**src/rtl/pipeline_hazard_ctrl.sv**
```systemverilog
// Hazard and stall sequencer for the 5-stage pipeline: stall, bubble, flush
// and forwarding controls, plus saturating stall/flush counters and a timeout flag.
//
//   state    | meaning
//   RUN      | pipe flowing; memory wait, branch flush and load-use detected here
//   MEM_WAIT | data-memory access outstanding; pipe frozen until dmem_ready
//   FLUSH    | extra IF/ID flush cycles after a taken branch

module pipeline_hazard_ctrl #(
  parameter int unsigned FLUSH_LEN   = 1,
  parameter int unsigned MEM_TIMEOUT = 15,
  parameter int unsigned CNT_W       = 32
) (
  input  logic             clk,
  input  logic             reset,
  input  logic [4:0]       id_rs1,
  input  logic [4:0]       id_rs2,
  input  logic             id_use_rs1,
  input  logic             id_use_rs2,
  input  logic [4:0]       ex_rd,
  input  logic             ex_rf_wr_en,
  input  logic             ex_is_load,
  input  logic [4:0]       ex_rs1,
  input  logic [4:0]       ex_rs2,
  input  logic             ex_branch_taken,
  input  logic [4:0]       mem_rd,
  input  logic [4:0]       wb_rd,
  input  logic             mem_rf_wr_en,
  input  logic             wb_rf_wr_en,
  input  logic             dmem_req,
  input  logic             dmem_ready,
  output logic             pc_stall,
  output logic             ifid_stall,
  output logic             ifid_flush,
  output logic             idex_bubble,
  output logic             exmem_stall,
  output logic [1:0]       fwd_a,
  output logic [1:0]       fwd_b,
  output logic [1:0]       state,
  output logic [CNT_W-1:0] stall_cnt,
  output logic [CNT_W-1:0] flush_cnt,
  output logic             timeout_err
);

  typedef enum logic [1:0] {
    RUN      = 2'b00,
    MEM_WAIT = 2'b01,
    FLUSH    = 2'b10
  } state_e;

  localparam int unsigned       WAIT_W      = (MEM_TIMEOUT < 1) ? 1 : $clog2(MEM_TIMEOUT + 1);
  localparam logic [WAIT_W-1:0] WAIT_MAX    = WAIT_W'(MEM_TIMEOUT);
  localparam logic [2:0]        FLUSH_EXTRA = 3'(FLUSH_LEN - 1);

  state_e             state_q, state_d;
  logic [WAIT_W-1:0]  wait_q, wait_d;
  logic [2:0]         flush_q, flush_d;
  logic [CNT_W-1:0]   stall_cnt_q, stall_cnt_d;
  logic [CNT_W-1:0]   flush_cnt_q, flush_cnt_d;
  logic               timeout_q, timeout_d;

  logic mem_wait, load_use, branch_acc;
  logic pc_stall_c, ifid_stall_c, ifid_flush_c, idex_bubble_c, exmem_stall_c;

  assign mem_wait = dmem_req & ~dmem_ready;
  assign load_use = ex_is_load & ex_rf_wr_en & (ex_rd != 5'd0) &
                    ((id_use_rs1 & (id_rs1 == ex_rd)) | (id_use_rs2 & (id_rs2 == ex_rd)));

  always_comb begin
    state_d       = state_q;
    wait_d        = wait_q;
    flush_d       = flush_q;
    timeout_d     = timeout_q;
    pc_stall_c    = 1'b0;
    ifid_stall_c  = 1'b0;
    ifid_flush_c  = 1'b0;
    idex_bubble_c = 1'b0;
    exmem_stall_c = 1'b0;
    branch_acc    = 1'b0;
    case (state_q)
      RUN: begin
        if (mem_wait) begin
          pc_stall_c    = 1'b1;
          ifid_stall_c  = 1'b1;
          exmem_stall_c = 1'b1;
          state_d       = MEM_WAIT;
          wait_d        = '0;
        end else if (ex_branch_taken) begin
          ifid_flush_c  = 1'b1;
          idex_bubble_c = 1'b1;
          branch_acc    = 1'b1;
          if (FLUSH_LEN > 1) begin
            state_d = FLUSH;
            flush_d = FLUSH_EXTRA;
          end
        end else if (load_use) begin
          pc_stall_c    = 1'b1;
          ifid_stall_c  = 1'b1;
          idex_bubble_c = 1'b1;
        end
      end
      MEM_WAIT: begin
        if (!dmem_ready) begin
          pc_stall_c    = 1'b1;
          ifid_stall_c  = 1'b1;
          exmem_stall_c = 1'b1;
          if (wait_q != WAIT_MAX) wait_d = wait_q + WAIT_W'(1);
          if (wait_d == WAIT_MAX) timeout_d = 1'b1;
        end else begin
          state_d = RUN;
          wait_d  = '0;
        end
      end
      FLUSH: begin
        // A memory wait here freezes the pipe; the remaining flush cycles resume afterwards.
        if (mem_wait) begin
          pc_stall_c    = 1'b1;
          ifid_stall_c  = 1'b1;
          exmem_stall_c = 1'b1;
        end else begin
          ifid_flush_c = 1'b1;
          if (flush_q <= 3'd1) begin
            state_d = RUN;
            flush_d = '0;
          end else begin
            flush_d = flush_q - 3'd1;
          end
        end
      end
      default: state_d = RUN;
    endcase
  end

  always_comb begin
    stall_cnt_d = stall_cnt_q;
    flush_cnt_d = flush_cnt_q;
    if (pc_stall_c && !(&stall_cnt_q)) stall_cnt_d = stall_cnt_q + CNT_W'(1);
    if (branch_acc && !(&flush_cnt_q)) flush_cnt_d = flush_cnt_q + CNT_W'(1);
  end

  always_ff @(posedge clk or negedge reset) begin
    if (!reset) begin
      state_q     <= RUN;
      wait_q      <= '0;
      flush_q     <= '0;
      stall_cnt_q <= '0;
      flush_cnt_q <= '0;
      timeout_q   <= 1'b0;
    end else begin
      state_q     <= state_d;
      wait_q      <= wait_d;
      flush_q     <= flush_d;
      stall_cnt_q <= stall_cnt_d;
      flush_cnt_q <= flush_cnt_d;
      timeout_q   <= timeout_d;
    end
  end

  function automatic logic [1:0] fwd_sel(input logic [4:0] rs);
    if (mem_rf_wr_en && (mem_rd != 5'd0) && (mem_rd == rs)) return 2'b01;
    if (wb_rf_wr_en && (wb_rd != 5'd0) && (wb_rd == rs))    return 2'b10;
    return 2'b00;
  endfunction

  // Combinational controls are forced low while reset is held.
  assign pc_stall    = pc_stall_c & reset;
  assign ifid_stall  = ifid_stall_c & reset;
  assign ifid_flush  = ifid_flush_c & reset;
  assign idex_bubble = idex_bubble_c & reset;
  assign exmem_stall = exmem_stall_c & reset;
  assign fwd_a       = reset ? fwd_sel(ex_rs1) : 2'b00;
  assign fwd_b       = reset ? fwd_sel(ex_rs2) : 2'b00;
  assign state       = state_q;
  assign stall_cnt   = stall_cnt_q;
  assign flush_cnt   = flush_cnt_q;
  assign timeout_err = timeout_q;

endmodule

```
**config.mk**
```make
export PLATFORM = sky130hd
export DESIGN_NAME = pipeline_hazard_ctrl
export DESIGN_NICKNAME = d
export VERILOG_FILES = /design/src/rtl/pipeline_hazard_ctrl.sv
export SDC_FILE = /design/constraint.sdc
export NUM_CORES = 1
export LEC_CHECK = 0
export BUFFER_PORTS_ARGS = -buffer_cell sky130_fd_sc_hd__buf_2
export CAP_MARGIN = 0
export CORE_MARGIN = 3
export CORE_UTILIZATION = 46
export DETAILED_ROUTE_END_ITERATION = 10
export PLACE_DENSITY = 0.76
export SYNTH_ARGS = -nofsm -noshare
export SYNTH_HDL_FRONTEND = slang
export SYNTH_SLANG_ARGS = --single-unit
```
**constraint.sdc**
```tcl
create_clock -name clk -period 2 [get_ports clk]
set_input_delay 0.2 -clock clk [delete_from_list [all_inputs] [get_ports clk]]
set_output_delay 0.2 -clock clk [all_outputs]
set_load 0.05 [all_outputs]
```
==> results of run 1 <==
[logic make-up (layout without fill, tap and decap cells)]
group | count (synthesis) | after routing | synth area share [%]
DFF | 70 | 70 | 46.1
AOI/OAI and AO/OA | 23 | 23 | 4.28
adders and majority gates | 3 | 3 | 0.987
xor gates and xnor gates | 93 | 93 | 21.4
other | 1 | 1 | 0.0986
and+or+nand+nor | 172 | 172 | 25.1
muxes | 3 | 3 | 0.855
buffers and inverters | 9 | 182 | 1.18
[sequential cells by signal (all words and copies together), names as in the netlist]
register	flops
flush_cnt	32
stall_cnt	32
state	1
timeout_err	1
wait_q	4
[critical path, cell delays in order, from the launching register on]
cell	delay, ps
dfrtp_2	380
buf_4	160
nor2_1	50
nor2_1	140
buf_4	150
o21ai_1	90
a21oi_4	170
buf_4	230
[through the flow]
step | setup WS, ps | cell area, µm² | total power, mW | hold slack (ps) | utilization [%]
final | 80.7 | 5300 | 4.17 | 197 | 67.2
after global routing | -22.8 | 5300 | 4.35 | 212 | 67.2
after CTS | 21.2 | 5230 | 4.18 | 187 | 66.3
after detailed placement | 14.9 | 5010 | 2.98 | 194 | 63.5
after global placement | 59.2 | 5010 | 2.95 | 188 | 63.5
after floorplan | -178 | 4070 | 2.57 | -95.6 | -
[cells in the final DEF, fill, tap and decap left out, drive strengths merged, types with 3 or more instances in the layout]
cell and instances:
buf 161, dfrtp 70, xnor2 49, xor2 44
nand2 35, nand3 28, nor2 26, nand4 18
nor3 18, clkbuf 12, and3 11, and2 7
nor4 7, or4 6, a21oi 5, nand2b 4
inv 4, o21ai 3, ha 3
[power groups by stage]
stage	Combinational [mW]	Clock [mW]	Sequential, mW
CTS	1.25	1.22	1.72
floorplan	0.429	0	2.14
detailed placement	1.24	0	1.74
finish	1.26	1.19	1.71
global route	1.34	1.28	1.73
global placement	1.21	0	1.74
[routing by layer]
layer | track usage, % | up-vias | share of wire (%)
li1 | - | 1645 | -
met1 | 27.2 | 1644 | 43
met2 | 34.7 | 95 | 51
met3 | 3.53 | 10 | 5.1
met4 | 4.86 | 0 | 0.98
met5 | 0 | - | 0
[path summary, 6_finish.rpt]
path,endpoint,depth (start not counted),slack [ps]
max,pc_stall,7,80
min,wait_q[3]$_DFFE_PN0P_,3,200
max reg2reg,flush_cnt[31]$_DFFE_PN0P_,5,90
min reg2reg,timeout_err$_DFFE_PN0P_,1,470
max in group asynchronous,stall_cnt[9]$_DFFE_PN0P_,4,610
min in group asynchronous,stall_cnt[24]$_DFFE_PN0P_,3,370
[area by class of cell]
class | count | share of cell area [%]
clock inverter | 6 | 1.30
multi-input combinational | 295 | 41.3
inverter | 2 | 0.142
clock buffer | 10 | 2.60
tap | 102 | 2.41
sequential | 70 | 34.3
timing repair buffer | 164 | 18.0
[timing repair]
| item | CTS | global route |
|---|---|---|
| resized for setup | 3 | 11 |
| setup endpoints to repair | 2 | 33 |
| hold buffers | 1 | 0 |
| buffers inserted | 0 | 6 |
| gates cloned | 0 | 0 |
| endpoints found under the hold margin | 13 | 0 |
| pin swaps | 0 | 2 |
==> implementation parameters, run 1 <==
Parameter                              Value

Outcome
  Status    finished, final reports clean

Timing
  Total Negative Setup Slacks    0 ps
  Max-slew headroom at the worst pin    52.7%
  Setup repair after global routing missed its margin    yes
  Final Skew    11.3 ps
  Share of the cycle needed by the critical path after routing    96.0%
  Final setup violation count    0
  Slew at the pin closest to its max-slew limit    710 ps
  Post-layout min period    1920 ps
  Fin. Hold Viols    0
  Timing-limited maximum frequency    0.521 GHz
  Max-slew violation count    0

Clock network
  Number of buffers on the longest clock path    2
  TritonCTS clock tree    done
  TritonCTS Buffers    9
  Root Buffer Master    clkbuf_8
  Clock slew at reported path FFs    70 ps
  Number of sinks handled by clock tree synthesis    70
  Clk Latency, worst-skew pair    350 ps
  Number of H-tree branching levels    3

Power
  Logic pwr share    around 30%
  Static Leak    between 2 and 3 nW
  Sequential share of power    roughly 41%
  Fraction of power spent switching nets    38.1%
  Part of the total power dissipated in the clock network    28.7%
  Cell-internal power    2.58 mW
  Power density cells    just under 800 nW/µm²
  Worst IR drop on VDD    0.000788 V
  Net switching component of the power    about 1.6 mW

Synthesis
  Synth cell count leaders    70 x dfrtp_1, 49 x xnor2_1, 44 x xor2_1, 35 x nand2_1, 28 x nand3_1
  Syn Std Cell Area    3800 µm²
  Dominant cells by area after synthesis    dfrtp_1 46%, xnor2_1 11%, xor2_1 10%, nand3_1 3.7%, nand2_1 3.5%
  Number of standard cells after synthesis    374
  Number of warnings printed during yosys synthesis    0
  Post-synth top area cell    dfrtp_1
  Most frequently used flop master after synthesis    dfrtp_1
  Post-synth top area share    46.1%
  Net count after synthesis    423
  FFs w/ async S/R, synth    100%
  Register area share after synthesis    46.1%
  Distinct cell type count of the synthesized netlist    52
  Cell with the most instances after synthesis    dfrtp_1
  Post-synth EDFFs    0
  Register bit total from synthesis    70
  Syn Area/Cell    10.2 µm²

Detailed routing
  Post-detailed-route DRC marker count    0
  Drt total wl    about 9700 µm
  Initial DRT Pass Iterations    4
  Routed len/inst    14.9 µm
  Vias    between 3000 and 4000
  Residual antenna-violating net count after detailed routing    0
  First DRT Iteration DRCs    between 70 and 80
  Vias per cell    approximately 5.2

Setup path
  Launch point of the worst path    state[0]$_DFFE_PN0P_
  WP data arrival    1720 ps
  Origin of the critical flop-to-flop path    flush_cnt[3]$_DFFE_PN0P_
  Kind of critical path    reg2out
  Worst Setup Start Kind    flop
  Critical Path Sink Type    primary output
  Data required, critical path    1800 ps
  Critical path peak fanout    9

Global routing
  Global routing usage summed across all routing layers    20.4%
  Wire length of the first global-routing pass    ~16000 µm
  Via count of the first global-routing pass    3367
  Maximum number of pins on one net before global-route repair    58
  Remaining global-route overflow    0
  Number of antenna violations at the first check in global routing    0

Floorplanning
  Die Area    9400 µm²
  Initial core utilization    48.2%
  Die W    96.9 µm
  Core Region    ~8000 µm²
  Die Height    96.9 µm
  I/O pins    122
  Rows    32

Final layout
  Antenna diode instance count    0
  Layout Cells excl Fill    649
  Fraction of layout instances using a drive strength above 1    around half
  Area growth, synth to finish    39.3%
  Fill cell total of the finished layout    around 630
  Area occupied by registers    about 1800 µm²
  Area used by multi-input combinational logic    2190 µm²
  Number of nets in the final layout    591

Hold path
  Worst hold start    dmem_ready
  Class of the tightest hold or removal check    in2reg

Placement
  DP Wirelength    7460 µm
  Total of buffers placed on input and output ports    120
  Placed Cells incl. Taps    ~630
  Placer congestion estimate    0.862

Job
  MaxCap Viol Count    0
(Power assumes the default switching activity.)
==> inputs of run 2 (changes only) <==
--- a/config.mk
+++ b/config.mk
@@ -8,9 +8,9 @@
 export BUFFER_PORTS_ARGS = -buffer_cell sky130_fd_sc_hd__buf_2
 export CAP_MARGIN = 0
 export CORE_MARGIN = 3
-export CORE_UTILIZATION = 46
+export CORE_UTILIZATION = 50
 export DETAILED_ROUTE_END_ITERATION = 10
-export PLACE_DENSITY = 0.76
+export PLACE_DENSITY = 0.79
 export SYNTH_ARGS = -nofsm -noshare
 export SYNTH_HDL_FRONTEND = slang
 export SYNTH_SLANG_ARGS = --single-unit
==> constraint.sdc (replaced) <==
create_clock -name clk -period 2.4 [get_ports clk]
set_input_delay 0.24 -clock clk [delete_from_list [all_inputs] [get_ports clk]]
set_output_delay 0.24 -clock clk [all_outputs]
set_load 0.05 [all_outputs]
==> run 2 against run 1 <==
  * Worst hold slack lost 39 ps
  * Via count shrank 4.0%
  * Sequential power shrank 17%
  * Flip-flop and latch count is the same
  * Clock power shrank 20%
  * Total power shrank 21%
  * Combinational power shrank 27%
  * Clock-buffer cell count shrank 1
  * Largest cell class unchanged
==> implementation parameters, run 2 (synthesized netlist as in run 1, its figures left out) <==
Parameter                              Value

Final layout
  Number of nets in the final layout    555 (was 591)
  Fill cell total of the finished layout    595 (was 628)
  Most common cell after layout, fill and taps aside    buf_2 (unchanged)
  Post-layout util    65.1% (was 67.2%)
  Area occupied by registers    1750 µm² (was 1820 µm²)
  Fraction of layout instances using a drive strength above 1    31.7% (was 49.2%)
  Antenna diode instance count    0 (unchanged)
  Layout Cells excl Fill    610 (was 649)
  Most used cells in the layout excluding fill and tap cells    120 x buf_2, 68 x dfrtp_1, 49 x xnor2_1 (was 114 x buf_2, 51 x dfrtp_2, 49 x xnor2_1)
  Area used by multi-input combinational logic    2020 µm² (was 2190 µm²)
  Area growth, synth to finish    25.4% (was 39.3%)

Detailed routing
  Drt total wl    8850 µm (was 9660 µm)
  Initial DRT Pass Iterations    4 (unchanged)
  Routed len/inst    14.5 µm (was 14.9 µm)
  Post-detailed-route DRC marker count    0 (unchanged)
  First DRT Iteration DRCs    109 (was 76)
  Residual antenna-violating net count after detailed routing    0 (unchanged)
  Vias    3259 (was 3394)
  Vias per cell    5.34 (was 5.23)

Power
  Static Leak    2.43 nW (was 2.55 nW)
  Power density cells    690 nW/µm² (was 787 nW/µm²)
  Worst IR drop on VDD    0.000715 V (was 0.000788 V)

Clock network
  Number of sinks handled by clock tree synthesis    70 (unchanged)
  Number of H-tree branching levels    3 (unchanged)
  TritonCTS clock tree    done (unchanged)
  Root Buffer Master    clkbuf_8 (unchanged)
  Clock slew at reported path FFs    80 ps (was 70 ps)
  Clk Latency, worst-skew pair    340 ps (was 350 ps)
  Total setup buffers inserted after CTS    0 (unchanged)
  Number of buffers on the longest clock path    2 (unchanged)
  TritonCTS Buffers    9 (unchanged)

Placement
  Placed Cells incl. Taps    593 (was 626)
  DP Wirelength    6910 µm (was 7460 µm)
  Worst setup slack after placement    262 ps (was 14.9 ps)
  Placer congestion estimate    0.843 (was 0.862)
  Total of buffers placed on input and output ports    120 (unchanged)

Setup path
  Number of buffers and inverters on the critical path    4 (was 3)
  WP data arrival    2020 ps (was 1720 ps)
  Worst Setup Start Kind    input pin (was flop)
  Data required, critical path    2160 ps (was 1800 ps)
  Critical path peak fanout    41 (was 9)
  Critical Path Sink Type    primary output (unchanged)
  Critical Path Slowest Stage Cell    dlygate4sd3_1 (was dfrtp_2)
  Critical Path, Cell by Cell    dlygate4sd3_1 -> buf_2 -> buf_4 -> o21ai_0 -> a21oi_2 -> buf_2 (was buf_4 -> nor2_1 -> nor2_1 -> buf_4 -> o21ai_1 -> a21oi_4 -> buf_4)
  Worst path top cell family by delay    buffers and inverters (unchanged)
  Critical path's largest stage delay    520 ps (was 380 ps)
  Kind of critical path    in2out (was reg2out)
  Library cell appearing most often on the critical path    buf_2 (was buf_4)

Timing
  Setup repair after global routing missed its margin    no (was yes)
  Final Skew    5.39 ps (was 11.3 ps)
  Post-layout min period    2260 ps
  Max-slew violation count    0 (unchanged)
  Final setup violation count    0 (unchanged)
  Timing-limited maximum frequency    0.442 GHz
  Final worst slack    136 ps (was 80.7 ps)
  Share of the cycle needed by the critical path after routing    94.3%
  Total Negative Setup Slacks    0 ps (unchanged)
  Fin. Hold Viols    0 (unchanged)

Floorplanning
  Core Region    7330 µm² (was 7890 µm²)
  Rows    31 (was 32)
  Die Area    8690 µm² (was 9400 µm²)
  Initial core utilization    51.9% (was 48.2%)
  Die Height    93.2 µm (was 96.9 µm)
  I/O pins    122 (unchanged)
  Die W    93.2 µm (was 96.9 µm)

Global routing
  Remaining global-route overflow    0 (unchanged)
  Wire length of the first global-routing pass    14600 µm (was 16000 µm)
  Number of antenna violations at the first check in global routing    0 (unchanged)
  Maximum number of pins on one net before global-route repair    42 (was 58)
  Global routing usage summed across all routing layers    21.0% (was 20.4%)
  Via count of the first global-routing pass    3139 (was 3367)

Job
  MaxCap Viol Count    0 (unchanged)

Outcome
  Status    finished, final reports clean (unchanged)

Hold path
  Class of the tightest hold or removal check    in2reg (unchanged)
-- run 2: cell type report --
cell class / count / share of cell area [%]
Clock buffer: 9 / 2.60
Inverter: 2 / 0.157
Tap cell: 99 / 2.60
Multi-Input combinational cell: 295 / 42.4
Timing Repair Buffer: 128 / 13.9
Clock inverter: 7 / 1.55
Sequential cell: 70 / 36.8
-- run 2: path summary, 6_finish.rpt --
check | slack (ps) | end | start | cells past startpoint
setup reg to reg | 260 | stall_cnt[1]$_DFFE_PN0P_ | stall_cnt[24]$_DFFE_PN0P_ | 5
hold / removal | 160 | state[0]$_DFFE_PN0P_ | dmem_ready | 2
setup / recovery | 140 | ifid_stall | reset | 6
hold reg to reg | 460 | timeout_err$_DFFE_PN0P_ | timeout_err$_DFFE_PN0P_ | 1
max in group asynchronous | 1070 | stall_cnt[14]$_DFFE_PN0P_ | reset | 4
min in group asynchronous | 500 | flush_cnt[28]$_DFFE_PN0P_ | reset | 3
-- run 2: worst register-to-register path, delay by kind of cell, from the launching register on --
family	cells	cell delay [ps]
AND/OR/NAND/NOR	2	810
flip-flops	1	430
buffers and inverters	1	260
AO/OA/AOI/OAI	1	160
multiplexers	1	360
-- run 2: power breakdown --
group / internal (mW) / switching [mW] / total (mW)
Sequential: 1.28 / 0.139 / 1.42
Clock: 0.483 / 0.466 / 0.949
Combinational: 0.267 / 0.653 / 0.921
-- run 2: routing by layer --
metal	routed length (µm)	up-vias	track usage, %
met1	3840	1557	27.2
met5	0	-	0
met3	624	10	6.36
met4	73	0	5.37
li1	-	1571	-
met2	4320	121	34.4
-- run 2: repair_timing --
item,CTS,global route
hold endpoints to repair,34,0
endpoints found under the setup margin,0,0
hold buffers,1,0
resized for setup,0,0
-- run 2: per-stage QoR --
step	instance area, µm²	hold WS (ps)	power (mW)
final	4770	158	3.29
after global routing	4770	156	3.46
after CTS	4770	137	3.33
after detailed placement	4560	349	2.37
after global placement	4560	338	2.34
after floorplan	3820	-55.6	2.06
